### src/rtl/turret_servo_pwm_if.sv
// APB slave bus used by the turret servo PWM block.
`timescale 1ns/1ps
interface turret_servo_pwm_if;
    logic        PSEL;
    logic        PENABLE;
    logic        PWRITE;
    logic [7:0]  PADDR;
    logic [31:0] PWDATA;
    logic [31:0] PRDATA;
    logic        PREADY;
    logic        PSLVERR;

    modport master (
        output PSEL, PENABLE, PWRITE, PADDR, PWDATA,
        input  PRDATA, PREADY, PSLVERR
    );

    modport slave (
        input  PSEL, PENABLE, PWRITE, PADDR, PWDATA,
        output PRDATA, PREADY, PSLVERR
    );
endinterface

### src/rtl/turret_servo_pwm.sv
// Turret servo PWM generator: waits for a stable CCC lock, then produces a
// framed servo pulse whose width slews toward an APB-programmed target.
`timescale 1ns/1ps
module turret_servo_pwm #(
    parameter int unsigned CLK_DIV    = 100,
    parameter int unsigned PERIOD_US  = 20000,
    parameter int unsigned MIN_US     = 1000,
    parameter int unsigned MAX_US     = 2000,
    parameter int unsigned CENTER_US  = 1500,
    parameter int unsigned STEP_US    = 10,
    parameter int unsigned SETTLE_CYC = 1024
) (
    input  logic              PCLK,
    input  logic              PRESERN,
    input  logic              FAB_LOCK,
    turret_servo_pwm_if.slave apb,
    output logic              PWM_OUT,
    output logic              ACTIVE
);
    localparam int unsigned PW = (CLK_DIV > 1) ? $clog2(CLK_DIV) : 1;
    localparam int unsigned SW = (SETTLE_CYC > 1) ? $clog2(SETTLE_CYC) : 1;

    localparam logic [PW-1:0] PRESC_LAST  = PW'(CLK_DIV - 1);
    localparam logic [SW-1:0] SETTLE_LAST = SW'(SETTLE_CYC - 1);
    localparam logic [15:0]   US_LAST     = 16'(PERIOD_US - 1);
    localparam logic [15:0]   MIN_W       = 16'(MIN_US);
    localparam logic [15:0]   MAX_W       = 16'(MAX_US);
    localparam logic [15:0]   CENTER_W    = 16'(CENTER_US);
    localparam logic [15:0]   STEP_W      = 16'(STEP_US);

    localparam logic [7:0] ADDR_CTRL    = 8'h00;
    localparam logic [7:0] ADDR_TARGET  = 8'h04;
    localparam logic [7:0] ADDR_CURRENT = 8'h08;
    localparam logic [7:0] ADDR_STATUS  = 8'h0C;

    typedef enum logic [1:0] {WAIT_LOCK, SETTLE, RUN} state_t;

    state_t        state_q, state_d;
    logic          lock_meta_q, lock_q;
    logic [SW-1:0] settle_q, settle_d;
    logic [PW-1:0] presc_q, presc_d;
    logic [15:0]   us_q, us_d;
    logic          en_q, en_d;
    logic [15:0]   tgt_q, tgt_d;
    logic [15:0]   cur_q, cur_d;
    logic          pwm_q, pwm_d;

    logic          access, wr_en, mapped;
    logic [31:0]   rdata;
    logic [15:0]   wr_val, wr_clamped;
    logic          tick, wrap, frame_start;
    logic          step_up;
    logic [15:0]   diff, step_amt;

    // Two-flop synchroniser for the CCC lock level.
    always_ff @(posedge PCLK or negedge PRESERN) begin
        if (!PRESERN) begin
            lock_meta_q <= 1'b0;
            lock_q      <= 1'b0;
        end else begin
            lock_meta_q <= FAB_LOCK;
            lock_q      <= lock_meta_q;
        end
    end

    // Lock supervisor: any drop of the synced lock restarts the settle window.
    always_comb begin
        state_d  = state_q;
        settle_d = '0;
        case (state_q)
            WAIT_LOCK: if (lock_q) state_d = SETTLE;
            SETTLE: begin
                if (!lock_q)                    state_d = WAIT_LOCK;
                else if (settle_q == SETTLE_LAST) state_d = RUN;
                else                            settle_d = settle_q + 1'b1;
            end
            RUN:       if (!lock_q) state_d = WAIT_LOCK;
            default:   state_d = WAIT_LOCK;
        endcase
    end

    // APB decode; zero wait states, so the access phase is the whole transfer.
    always_comb begin
        access = apb.PSEL & apb.PENABLE;
        wr_en  = access & apb.PWRITE;
        mapped = (apb.PADDR == ADDR_CTRL) || (apb.PADDR == ADDR_TARGET) ||
                 (apb.PADDR == ADDR_CURRENT) || (apb.PADDR == ADDR_STATUS);
        rdata  = '0;
        case (apb.PADDR)
            ADDR_CTRL:    rdata = {31'd0, en_q};
            ADDR_TARGET:  rdata = {16'd0, tgt_q};
            ADDR_CURRENT: rdata = {16'd0, cur_q};
            ADDR_STATUS:  rdata = {30'd0, (cur_q == tgt_q), (state_q == RUN)};
            default:      rdata = '0;
        endcase
        apb.PREADY  = 1'b1;
        apb.PSLVERR = access & ~mapped;
        apb.PRDATA  = (access & ~apb.PWRITE) ? rdata : 32'd0;
    end

    // Frame timing, slew arithmetic and register write-back.
    always_comb begin
        tick        = (state_q == RUN) && (presc_q == PRESC_LAST);
        wrap        = tick && (us_q == US_LAST);
        // CURRENT only moves on the edge where us_cnt becomes 0.
        frame_start = ((state_q == SETTLE) && (state_d == RUN)) ||
                      ((state_q == RUN) && (state_d == RUN) && wrap);

        presc_d = '0;
        us_d    = '0;
        if ((state_q == RUN) && (state_d == RUN)) begin
            presc_d = tick ? '0 : presc_q + 1'b1;
            us_d    = tick ? (wrap ? 16'd0 : us_q + 16'd1) : us_q;
        end

        step_up  = tgt_q > cur_q;
        diff     = step_up ? (tgt_q - cur_q) : (cur_q - tgt_q);
        step_amt = (diff > STEP_W) ? STEP_W : diff;

        // The boundary uses the TARGET held before any same-edge write.
        cur_d = cur_q;
        if ((state_q == RUN) && (state_d == WAIT_LOCK))
            cur_d = CENTER_W;
        else if (frame_start && en_q)
            cur_d = step_up ? (cur_q + step_amt) : (cur_q - step_amt);

        wr_val     = apb.PWDATA[15:0];
        wr_clamped = (wr_val < MIN_W) ? MIN_W : ((wr_val > MAX_W) ? MAX_W : wr_val);
        en_d  = (wr_en && (apb.PADDR == ADDR_CTRL))   ? apb.PWDATA[0] : en_q;
        tgt_d = (wr_en && (apb.PADDR == ADDR_TARGET)) ? wr_clamped    : tgt_q;

        // Gated by the synced lock so a lock drop silences the pin one cycle later.
        pwm_d = (state_q == RUN) && lock_q && en_q && (us_q < cur_q);
    end

    // State, counters and programmable registers.
    always_ff @(posedge PCLK or negedge PRESERN) begin
        if (!PRESERN) begin
            state_q  <= WAIT_LOCK;
            settle_q <= '0;
            presc_q  <= '0;
            us_q     <= '0;
            en_q     <= 1'b0;
            tgt_q    <= CENTER_W;
            cur_q    <= CENTER_W;
            pwm_q    <= 1'b0;
        end else begin
            state_q  <= state_d;
            settle_q <= settle_d;
            presc_q  <= presc_d;
            us_q     <= us_d;
            en_q     <= en_d;
            tgt_q    <= tgt_d;
            cur_q    <= cur_d;
            pwm_q    <= pwm_d;
        end
    end

    assign PWM_OUT = pwm_q;
    assign ACTIVE  = (state_q == RUN);
endmodule
### src/flat_wrapper.sv
// flat-port wrapper written by rule: the top's interface ports become plain ports
module turret_servo_pwm_flat 
#(
    parameter int unsigned CLK_DIV    = 100,
    parameter int unsigned PERIOD_US  = 20000,
    parameter int unsigned MIN_US     = 1000,
    parameter int unsigned MAX_US     = 2000,
    parameter int unsigned CENTER_US  = 1500,
    parameter int unsigned STEP_US    = 10,
    parameter int unsigned SETTLE_CYC = 1024
)
  (PCLK, PRESERN, FAB_LOCK, PWM_OUT, ACTIVE, apb_PSEL, apb_PENABLE, apb_PWRITE, apb_PADDR, apb_PWDATA, apb_PRDATA, apb_PREADY, apb_PSLVERR);
  turret_servo_pwm_if apb_i ();
  input  logic PCLK;
  input  logic PRESERN;
  input  logic FAB_LOCK;
  output logic PWM_OUT;
  output logic ACTIVE;
  input wire logic [$bits(apb_i.PSEL)-1:0] apb_PSEL;
  input wire logic [$bits(apb_i.PENABLE)-1:0] apb_PENABLE;
  input wire logic [$bits(apb_i.PWRITE)-1:0] apb_PWRITE;
  input wire logic [$bits(apb_i.PADDR)-1:0] apb_PADDR;
  input wire logic [$bits(apb_i.PWDATA)-1:0] apb_PWDATA;
  output wire logic [$bits(apb_i.PRDATA)-1:0] apb_PRDATA;
  output wire logic [$bits(apb_i.PREADY)-1:0] apb_PREADY;
  output wire logic [$bits(apb_i.PSLVERR)-1:0] apb_PSLVERR;
  assign apb_i.PSEL = apb_PSEL;
  assign apb_i.PENABLE = apb_PENABLE;
  assign apb_i.PWRITE = apb_PWRITE;
  assign apb_i.PADDR = apb_PADDR;
  assign apb_i.PWDATA = apb_PWDATA;
  assign apb_PRDATA = apb_i.PRDATA;
  assign apb_PREADY = apb_i.PREADY;
  assign apb_PSLVERR = apb_i.PSLVERR;
  turret_servo_pwm #(.CLK_DIV(CLK_DIV), .PERIOD_US(PERIOD_US), .MIN_US(MIN_US), .MAX_US(MAX_US), .CENTER_US(CENTER_US), .STEP_US(STEP_US), .SETTLE_CYC(SETTLE_CYC)) u_core (.PCLK(PCLK), .PRESERN(PRESERN), .FAB_LOCK(FAB_LOCK), .apb(apb_i), .PWM_OUT(PWM_OUT), .ACTIVE(ACTIVE));
endmodule
### config.mk
export PLATFORM = sky130hd
export DESIGN_NAME = turret_servo_pwm_flat
export DESIGN_NICKNAME = d
export VERILOG_FILES = /design/src/rtl/turret_servo_pwm_if.sv /design/src/rtl/turret_servo_pwm.sv /design/src/flat_wrapper.sv
export SDC_FILE = /design/constraint.sdc
export NUM_CORES = 1
export LEC_CHECK = 0
export BUFFER_PORTS_ARGS = -buffer_cell sky130_fd_sc_hd__buf_4
export CAP_MARGIN = 30
export CORE_MARGIN = 2
export CORE_UTILIZATION = 54
export CTS_CLUSTER_SIZE = 8
export DETAILED_ROUTE_END_ITERATION = 10
export PLACE_DENSITY_LB_ADDON = 0.1
export SETUP_SLACK_MARGIN = 0.15
export SLEW_MARGIN = 10
export SYNTH_ARGS = -nofsm -noshare
export SYNTH_HDL_FRONTEND = slang
export SYNTH_SLANG_ARGS = --single-unit
### constraint.sdc
create_clock -name PCLK -period 6.2 [get_ports PCLK]
set_input_delay 0.62 -clock PCLK [delete_from_list [all_inputs] [get_ports PCLK]]
set_output_delay 0.62 -clock PCLK [all_outputs]
set_load 0.05 [all_outputs]
; Word level (Yosys, flattened, before mapping)
; Cells that the tools add are included.
[word_totals]
inputBits = 46
wordCells = 81
regBits = 71
output_inout_bits = 36
[op_classes]
n_addsub = 7
muxes = 22
n_eq_ne = 11
magnitude_cmp = 5
n_reduce_logical = 20
bitwise = 6
[op_table]
columns = op, n
row1 = $mux 16, 11
row2 = $pmux 16 s4, 1
row3 = $sub 16x16->16, 3
row4 = $mux 10, 3
row5 = $add 16x1->16 const B, 1
row6 = $add 16x16->16, 1
row7 = $eq 16x15->1 const B, 1
row8 = $eq 16x16->1, 1
row9 = $eq 8x4->1 const B, 2
row10 = $gt 16x11->1 const B, 1
row11 = $gt 16x16->1, 1
row12 = $gt 16x4->1 const B, 1
row13 = $lt 16x10->1 const B, 1
row14 = $lt 16x16->1, 1
row15 = $mux 7, 2
row16 = $logic_and 1x1->1, 12
row17 = $add 10x1->10 const B, 1
row18 = $eq 10x10->1 const B, 1
row19 = $eq 8x3->1 const B, 1
row20 = $logic_not 8->1, 1
row21 = $mux 2, 4
row22 = $add 7x1->7 const B, 1
row23 = $eq 7x7->1 const B, 1
row24 = $pmux 2 s3, 1
row25 = 8 further kinds, 17

; Longest topological paths before layout
[logic_depth]
ltp_word = 11
ltp_mapped = 31
depth_no_buf = 30

; Worst setup path before layout
; OpenSTA, ideal clock, no wires.
[synth_path]
kind = register to register
start = register u_core.cur_q[10]
end = register u_core.cur_q[15]
stages_incl_launch_ff = 30
arrival_ns = 6.265
t_required_ns = 6.134
period_less_slack_ns = 6.331
slack_ns = -0.131
path_buffers = 2
setup_ns = 0.066
path_cell_list = dfstp_2 -> inv_1 -> ha_1 -> nand4_2 -> or3_1 -> buf_2 -> or3_4 -> nand2_1 -> buf_4 -> mux2i_1 -> xnor2_1 -> a211oi_1 -> nand4_1 -> or2_2 -> ha_1 -> o21a_1 -> inv_1 -> ha_1 -> nor2b_1 -> o21ai_0 -> a21boi_0 -> o41ai_1 -> o2111ai_1 -> o211ai_1 -> o21ai_0 -> a31oi_1 -> nand3_1 -> or3_1 -> and4_1 -> nand2_1
[synth_via]
elab_chain_cells = 8
[synth_rtl]
columns = item, line
row1 = start: declaration, turret_servo_pwm.sv:45  ; logic [15:0] cur_q, cur_d;
row2 = start signal: assignment, turret_servo_pwm.sv:154  ; cur_q <= cur_d;
row3 = $sub 16x16->16 / $gt 16x16->1 (equally long branches), "turret_servo_pwm.sv:117, turret_servo_pwm.sv:116"
row4 = $mux 16, turret_servo_pwm.sv:117  ; diff = step_up ? (tgt_q - cur_q) : (cur_q - tgt_q);
row5 = $gt 16x4->1, turret_servo_pwm.sv:118  ; step_amt = (diff > STEP_W) ? STEP_W : diff;
row6 = $mux 16, turret_servo_pwm.sv:118
row7 = $sub 16x16->16 / $add 16x16->16 (equally long branches), turret_servo_pwm.sv:125  ; cur_d = step_up ? (cur_q + step_amt) : (cur_q - step_amt);
row8 = $mux 16 *, turret_servo_pwm.sv:125
row9 = $mux 16 *, turret_servo_pwm.sv:124  ; else if (frame_start && en_q)
row10 = $mux 16 *, turret_servo_pwm.sv:122  ; if ((state_q == RUN) && (state_d == WAIT_LOCK))
; Mark *: on every way between the ends. The rest lies on a longest branch, timed or not. The select of a mux whose other input is x is not followed.
; A chain may end at the register's enable or synchronous reset.

; Worst setup path after layout
[layout_path]
start = register u_core.cur_q[7]
end = register u_core.cur_q[12]
; The elaborated chain is that of the path after synthesis.

==> impl_summary.md <==
Run status
The flow ran to the end, but the final reports show violations. The final reports fail on setup timing.

Logic synthesis
The async set-or-reset flop fraction in the synthesized netlist is 1.000. Of the total synthesized cell area, the portion taken by XOR and XNOR cells is 0.06716. Of the synthesized area, sequential elements account for 0.2866. The dominant cell type by area after synthesis is sky130_fd_sc_hd__dfrtp_1.

The area fraction in and, or, nand and nor cells after synthesis is 0.2167. In this run the cell area of the synthesized design comes to between 6000 and 7000 µm². The post-synthesis average cell area is approximately 8.2 µm². Yosys attributes the largest share of cell area to sky130_fd_sc_hd__dfrtp_1 (23%), sky130_fd_sc_hd__ha_1 (13%), sky130_fd_sc_hd__dfstp_2 (5.9%). The post-synthesis compound-gate area fraction is 0.2063. Counting every instance in the synthesized netlist gives 765. Yosys mapped a number of flops with a built-in enable equal to 0. The count of cell types in the netlist is 63. The share of synthesized area in the top cell type comes to 0.2279. In this run, synthesis produced a sequential element count of a little over 70. The most instantiated flip-flop cell in the synthesis netlist is sky130_fd_sc_hd__dfrtp_1. The largest family of logic cells by synthesized area is simple AND/OR/NAND/NOR gates. The synthesis warning total is 0. The post-synthesis share of cell area spent on full adders, half adders and majority gates is 0.1395. The mux cell area share after synthesis is 0.01199.

Clock network
After clock tree synthesis, the clock-pin slew on the worst setup and hold paths is roughly 0.06 ns. The total clock sinks is between 70 and 80. TritonCTS built the clock tree. The CTS buffer count is 9. The clock root buffer is sky130_fd_sc_hd__clkbuf_16. In this run the deepest clock path goes through 2 buffers.

The later pin in the worst-skew pair is clocked with a latency of about 0.33 ns. The maximum level of the CTS H-tree is 3.

Final layout
The final cell count without fillers is around 1.1k. The antenna cell count is 0. The count of fill cells added during filler insertion is between 800 and 900. The multi-input combinational cells in the finished layout cover a total of 4481 µm².

Registers take around 1800 µm². From synthesis to final layout, the design area changed by 36.00%. The top cell types in the final layout, fill and taps aside, are sky130_fd_sc_hd__buf_4 (191), sky130_fd_sc_hd__nor2_1 (85), sky130_fd_sc_hd__nand2_1 (59). In the final design database the tool counted roughly 1.1k nets.

The most common cell after layout, fill and taps aside is sky130_fd_sc_hd__buf_4. In the final layout, the share of cells above drive strength 1 is 0.3158.

Job
The count of maximum capacitance violations is 0.

Floorplanning
The number of I/O pins is roughly 80. From bottom edge to top edge, the die measures 111.7 µm. The overall die area is between 10000 and 15000 µm². The row count is 39. The initial utilization of the core area, before any placement, comes to 0.5506.

The width of the die is 111.7 µm. The core region is 11370 µm².

Placed design
Before CTS, the worst setup slack after placement is -0.4597 ns. The detailed placer's ending HPWL is roughly 15000 µm. The count of input and output buffers is 48. Routability-driven placement finished with a final weighted congestion of around 1. In this run, placement finished with an instance count of around 1.1k.

Timing
Subtracting the final worst setup slack from the clock period gives about 6.4 ns. Of the available clock period, the critical path in the final layout requires 1.037. Setup repair after global routing could not meet its margin everywhere.

The number of pins exceeding their max-slew limit in the final report is 0. The minimum setup slack in the final design is -0.2299 ns. The post-route setup TNS is -0.6261 ns. The number of hold violations in the final report is 0. The count of endpoints failing setup in the final report is 3. Derived from the worst setup path, the maximum achievable clock frequency is around 160 MHz.

The minimum hold slack is ~0.13 ns. The slew at the pin closest to its max-slew limit is slightly above 0.8 ns. The worst-case headroom to the max-slew limit is 0.4583. Between clock sinks in the finished design, the worst skew comes to approximately 0.006 ns.

GRT
For this run the aggregate overflow at the end of global routing stands at 0. The pin count of the biggest net entering global routing is around 70. The initial antenna violation count was 0.

The number of global-route vias before repair came to around 6.5k. The first global-routing pass estimated approximately 32000 µm of wire. The combined global-route utilization of all metal layers is 0.3189.

Setup path
For the worst setup path, the data required time is approximately 6.4 ns. The launch point of the worst reg-to-reg path is u_core.cur_q[7]$_DFFE_PN1P_. The kind of launch point of the worst setup path is a register. The biggest cell delay along the critical path is between 0.5 and 0.6 ns.

The most critical setup path has its startpoint at u_core.cur_q[7]$_DFFE_PN1P_. The largest individual stage delay along the critical path comes from the cell sky130_fd_sc_hd__dfstp_2. Of all nets on the critical path, the largest fanout is 5. The class of the most critical setup path is register to register. STA puts the critical path data arrival time at 6.62 ns. The endpoint class of the critical path is a register.

Power and ir drop
The clock network fraction of design power is 0.488. The areal power density over the cells is 136.5 nW/µm². The switching power total is 0.0002922 W. Of the total power, combinational logic draws 0.106.

The share of total power dissipated in sequential elements is 0.406. The worst ir drop on vdd is 0.1577 mV. In this run the static leakage power is just under 4 nW. Of the total power, the share spent switching nets is 0.2514.

Internal power comes to 0.0008702 W.

Routing
The number of violations reported at the end of detailed-routing iteration 0 is 518. The count of nets left with antenna violations once routing finished came out at 0. For this run, design rule violations remaining after detail routing come to 0. Before antenna repair, the detailed router went through 5 iterations.

The routed layout has around 6.6k vias. The average wire per cell in the routed design is 18.62 µm. The average via count per standard cell is ~6.0. Wires add up to about 20000 µm.

Hold path
The worst hold path belongs to the class input port to asynchronous set/reset pin.
-- critical path: cells and delay by family, from the launching register on --
family                   cells  cell delay (ns)
AO/OA/AOI/OAI               13             2.02
AND/OR/NAND/NOR              8             1.80
buffers and inverters        9             1.14
adder cells (fa/ha/maj)      2             0.69
flip-flops                   1             0.53
XOR/XNOR                     1             0.13
-- registers in the layout, indices dropped and copies added, names as in the netlist, 2 cells and up --
signal / count
u_core.cur_q: 16
u_core.presc_q: 7
u_core.settle_q: 10
u_core.state_q: 2
u_core.tgt_q: 16
u_core.us_q: 16
-- logic make-up after synthesis --
logic type               after synthesis
AND/OR/NAND/NOR                      273
AO/OA/AOI/OAI                        201
buffers and inverters                 96
flip-flops                            71
adder cells (fa/ha/maj)               68
XOR/XNOR                              48
multiplexers                           6
other                                  2
-- cells in the mapped netlist, drive strengths merged, types with 21 or more instances --
cell type and count:
a21oi 47, a22oi 21, buf 23, dfrtp 57, ha 65, inv 53, nand2 59, nand3 30
nor2 86, o21ai 45, xnor2 26, xor2 22
-- path summary, 6_finish.rpt --
kind / end / slack (ns) / cells past startpoint
worst max-delay path: u_core.cur_q[12]$_DFFE_PN0P_ / -0.23 / 33
worst min-delay path: u_core.cur_q[13]$_DFFE_PN0P_ / 0.13 / 1
worst max register to register: u_core.cur_q[12]$_DFFE_PN0P_ / -0.23 / 33
worst min register to register: u_core.lock_q$_DFF_PN0_ / 0.35 / 0
max in group asynchronous: u_core.tgt_q[7]$_DFFE_PN1P_ / 5.46 / 2
min in group PCLK: u_core.lock_q$_DFF_PN0_ / 0.35 / 0
-- routing by layer --
metal,GRT usage,share of wire
met1,0.3978,0.40
met2,0.5422,0.49
met3,0.05879,0.060
met4,0.1383,0.044
met5,0,0
-- power groups by stage --
stage,sequential (W),combinational [W],clock [W]
after floorplan,0.000478,0.0000731,0
after global placement,0.000479,0.000110,0
after detailed placement,0.000480,0.000112,0
after CTS,0.000472,0.000116,0.000569
after global routing,0.000472,0.000132,0.000591
final,0.000472,0.000124,0.000567
-- cell type report --
class	instances	area share
timing repair buffer	199	0.1802
clock inverter	6	0.01088
clock buffer	10	0.02690
sequential	71	0.2109
inverter	54	0.02381
multi-input combinational	613	0.5263
tap	143	0.02102
-- metrics by stage --
step	cell area [µm²]	utilization	total power, W
6_report	8513	0.7488	0.001162
5_1_grt	8513	0.7488	0.001196
4_1_cts	8242	0.7249	0.001158
3_5_place_dp	7611	0.6694	0.0005920
3_3_place_gp	7599	0.6683	0.0005896
2_1_floorplan	6380	-	0.0005513
-- what timing repair did --
| action | in CTS | in global routing |
|---|---|---|
| pin swaps | 26 | 39 |
| buffers inserted | 13 | 14 |
| setup endpoints to repair | 7 | 7 |
| resized for setup | 45 | 29 |
| hold buffers | 0 | 0 |
Power figures use the tool's default switching activity.
